===== config.mk =====
export PLATFORM = sky130hd
export DESIGN_NAME = register_univ
export DESIGN_NICKNAME = d
export VERILOG_FILES = /design/src/rtl/register_univ.sv
export SDC_FILE = /design/constraint.sdc
export NUM_CORES = 1
export LEC_CHECK = 0
export ABC_CLOCK_PERIOD_IN_PS = 1500
export CORE_AREA = 2 2 39 41
export DETAILED_ROUTE_END_ITERATION = 7
export DIE_AREA = 0 0 41 43
export PLACE_DENSITY = 0.81
export SYNTH_ARGS = -nofsm -noshare
export SYNTH_HDL_FRONTEND = slang
export SYNTH_SLANG_ARGS = --single-unit

===== constraint.sdc =====
create_clock -name clk -period 1.5 [get_ports clk]
set_input_delay 0.3 -clock clk [delete_from_list [all_inputs] [get_ports clk]]
set_output_delay 0.3 -clock clk [all_outputs]
set_load 0.01 [all_outputs]

===== src/rtl/register_univ.sv =====
// Universal WIDTH-bit register: hold, load, shift, rotate, increment, decrement.
// Optional macro REGISTER_UNIV_SAT_EN makes INC/DEC saturate instead of wrapping.
module register_univ #(
  parameter int unsigned          WIDTH     = 4,
  parameter logic [WIDTH-1:0]     RESET_VAL = '0
) (
  input  logic             clk,
  input  logic             res,
  input  logic             en,
  input  logic [2:0]       mode,
  input  logic [WIDTH-1:0] d,
  input  logic             sin,
  output logic [WIDTH-1:0] q,
  output logic             cout,
  output logic             zero
);

  typedef enum logic [2:0] {
    OP_HOLD = 3'b000,
    OP_LOAD = 3'b001,
    OP_SHL  = 3'b010,
    OP_SHR  = 3'b011,
    OP_ROL  = 3'b100,
    OP_ROR  = 3'b101,
    OP_INC  = 3'b110,
    OP_DEC  = 3'b111
  } op_e;

  localparam logic [WIDTH-1:0] ONE = WIDTH'(1);

  logic [WIDTH-1:0] q_q, q_d;
  logic             cout_q, cout_d;
  logic [WIDTH:0]   inc_sum;
  logic [WIDTH-1:0] dec_val;
  op_e              op;

  assign op      = op_e'(mode);
  assign inc_sum = {1'b0, q_q} + {1'b0, ONE};
  assign dec_val = q_q - ONE;

  always_comb begin
    q_d    = q_q;
    cout_d = cout_q;
    if (en) begin
      // Unknown or X mode falls through to default and holds state.
      case (op)
        OP_HOLD: ;
        OP_LOAD: begin
          q_d    = d;
          cout_d = 1'b0;
        end
        OP_SHL: begin
          q_d    = {q_q[WIDTH-2:0], sin};
          cout_d = q_q[WIDTH-1];
        end
        OP_SHR: begin
          q_d    = {sin, q_q[WIDTH-1:1]};
          cout_d = q_q[0];
        end
        OP_ROL: begin
          q_d    = {q_q[WIDTH-2:0], q_q[WIDTH-1]};
          cout_d = q_q[WIDTH-1];
        end
        OP_ROR: begin
          q_d    = {q_q[0], q_q[WIDTH-1:1]};
          cout_d = q_q[0];
        end
        OP_INC: begin
`ifdef REGISTER_UNIV_SAT_EN
          if (&q_q) begin
            q_d    = q_q;
            cout_d = 1'b1;
          end else begin
            q_d    = inc_sum[WIDTH-1:0];
            cout_d = 1'b0;
          end
`else
          q_d    = inc_sum[WIDTH-1:0];
          cout_d = inc_sum[WIDTH];
`endif
        end
        OP_DEC: begin
          cout_d = (q_q == '0);
`ifdef REGISTER_UNIV_SAT_EN
          q_d    = (q_q == '0) ? q_q : dec_val;
`else
          q_d    = dec_val;
`endif
        end
        default: ;
      endcase
    end
  end

  always_ff @(posedge clk) begin
    if (res) begin
      q_q    <= RESET_VAL;
      cout_q <= 1'b0;
    end else begin
      q_q    <= q_d;
      cout_q <= cout_d;
    end
  end

  assign q    = q_q;
  assign cout = cout_q;
  assign zero = (q_q == '0);

endmodule


==> impl_metrics.env <==
export IMPL_clk_pin_slew_ns=0.05
export IMPL_power_frac_clock=0.289
export IMPL_netSwitchingFraction=0.328
export IMPL_period_needed_ns=1.50
export IMPL_synth_area_sq_um=533
export IMPL_top_level_ports=17
export IMPL_max_vdd_ir_drop_v=0.000502
export IMPL_drcViolationCount=0
export IMPL_p_switching_uw=184
export IMPL_cp_required_ns=1.20
export IMPL_max_freq_mhz=667
export IMPL_post_cts_buffers=0
export IMPL_numCtsBuffers=3
export IMPL_finalHoldViolations=0
export IMPL_grt_overflow=0
export IMPL_synth_most_common_cell="nand2_1"
export IMPL_routed_wl_um=1690
export IMPL_setup_violations=0
export IMPL_worstSetupStartpointType="register"
export IMPL_pwr_share_comb=0.441
export IMPL_grt_busiest_layer="met2"
export IMPL_syn_area_per_cell_sq_um=8.20
export IMPL_grt_pass1_vias=610
export IMPL_cts_tree="done"
export IMPL_synthTopCellsByCount="nand2_1 (10), a21oi_1 (7), dfxtp_1 (5), inv_1 (4), buf_6 (3)"
export IMPL_cts_root_buf="clkbuf_4"
export IMPL_seq_area_frac_synth=0.188
export IMPL_ys_top_cells_by_area="dfxtp_1 (19%), nand2_1 (7.0%), a21oi_1 (6.6%)"
export IMPL_vias=640
export IMPL_first_iter_violations=21
export IMPL_maxSlewViolCount=0
export IMPL_synth_top_area_frac=0.188
export IMPL_firstDrtPassIters=5
export IMPL_p_int_uw=376
export IMPL_final_layout_size_suffix_gt1_frac=0.350
export IMPL_ys_ff_latch=5
export IMPL_grt_antenna_before_repair=0
export IMPL_port_buffers=16
export IMPL_end_kind="output port"
export IMPL_period_share=1.00
export IMPL_synth_edf_count=0
export IMPL_yosys_area_top_type="dfxtp_1"
export IMPL_grtUsageMet3=0.0471
export IMPL_use_met1=0.265
export IMPL_pre_cts_slack_ns=-0.304
export IMPL_viasPerCell=5.52
export IMPL_clock_latency_ns=0.24
export IMPL_std_cell_rows=14
export IMPL_cts_sinks=5
export IMPL_leakage_uw=0.000375
export IMPL_syn_to_final_growth_pct=62.7
export IMPL_cts_hold_fix_buffers=0
export IMPL_die_width_um=41
export IMPL_clk_path_buf_depth=2
export IMPL_grt_pass1_wl_um=2530
export IMPL_min_path_cells=2
export IMPL_final_antenna_net_count=0
export IMPL_core_sq_um=1380
export IMPL_netlist_cell_type_count=33
export IMPL_syn_nets=78
export IMPL_dp_hpwl_um=1250
export IMPL_die_area_sq_um=1760
export IMPL_yosys_most_used_dff="dfxtp_1"
export IMPL_groute_usage_overall=0.209
export IMPL_routabilityCongestion=0.864
export IMPL_reg2regPathDepth=5
export IMPL_power_density_nw_per_um2=645
export IMPL_final_nets=114
export IMPL_hold_class="reg2reg"
export IMPL_fin_area_sq_um=867
export IMPL_critPathKind="reg2out"
export IMPL_grt_setup_unrepaired="true"
export IMPL_skew_ns=0.00461
export IMPL_status="finished, final reports clean"
export IMPL_wl_per_cell_um=14.5
export IMPL_start_util=0.385
export IMPL_antennaDiodeCount=0
export IMPL_arrival_ns=1.20
export IMPL_tightest_slew_ns=0.264
export IMPL_dpl_cell_area_sq_um=817
export IMPL_p_seq_frac=0.270
export IMPL_grt_max_degree=9
export IMPL_slew_headroom=0.821
export IMPL_cp_max_fo=2
export IMPL_yosysWarnings=0
export IMPL_maxCapViolCount=0
export IMPL_h_tree_depth=1
export IMPL_die_h_um=43
export IMPL_fin_hold_ws_ns=0.461
export IMPL_setup_slack_ns=0.0000894
export IMPL_async_reset_ff_frac=0
export IMPL_synth_cells=65
export IMPL_use_met2=0.319
sequential cells by signal, indices dropped and copies added, names as in the netlist:
signal,cells
q,4
cout,1
through the flow:
step / total power, uW / utilization / cells / TNS [ns]
floorplan: 275 / - / 65 / 0
global placement: 386 / 0.590 / 112 / -1.28
detailed placement: 392 / 0.590 / 112 / -1.45
CTS: 547 / 0.600 / 116 / 0
global route: 591 / 0.627 / 116 / -0.0597
finish: 560 / 0.627 / 116 / 0
path summary, 6_finish.rpt:
check	startpoint	end	slack, ns
setup reg to reg	q[2]	q[3]	0.07
hold reg to reg	cout	cout	0.46
hold / removal	cout	cout	0.46
setup / recovery	q[1]	zero	0.00009
cell families (layout without fill, tap and decap cells):
group	count (synthesis)	in the layout	share of synthesized area
muxes	2	2	0.0376
DFF	5	5	0.188
and+or+nand+nor	22	22	0.244
AOI/OAI and AO/OA	22	22	0.305
adders and majority gates	2	2	0.0469
xor gates and xnor gates	3	3	0.0634
buffers and inverters	9	44	0.115
layout by cell type, fill, tap and decap left out, types with 3 or more instances in the layout:
| master | instances |
|---|---|
| clkdlybuf4s50_1 | 8 |
| nand2_1 | 10 |
| clkbuf_4 | 3 |
| a21oi_1 | 7 |
| dfxtp_1 | 5 |
| buf_4 | 19 |
| dlygate4sd2_1 | 6 |
| inv_1 | 3 |
what timing repair did:
item,in CTS,in global routing
resized for setup,10,8
pin swaps,0,4
setup endpoints to repair,9,4
hold endpoints to repair,0,0
critical path, stage by stage (launching register included):
cell	delay [ns]
dfxtp_1	0.31
inv_1	0.08
ha_2	0.20
nor3b_4	0.20
buf_2	0.17
cell type report:
class | instances | area (sq um)
multi-input cells | 51 | 402
well taps | 16 | 20.0
flip-flops and latches | 5 | 100
inverters | 4 | 15.0
clock buffers | 4 | 26.3
fillers | 125 | 517
repair buffers | 36 | 304
power by group through the flow:
stage | sequential (uW) | clock (uW) | combinational [uW]
after floorplan | 162 | 0 | 113
after global placement | 151 | 0 | 235
after detailed placement | 151 | 0 | 241
after CTS | 149 | 170 | 229
after global routing | 152 | 175 | 265
final | 151 | 162 | 247
routing by layer:
layer | vias up | share of wire
met4 | 0 | 0.024
li1 | 310 | -
met3 | 8 | 0.049
met2 | 26 | 0.52
met1 | 296 | 0.41
met5 | - | 0
(Power assumes the default switching activity.)
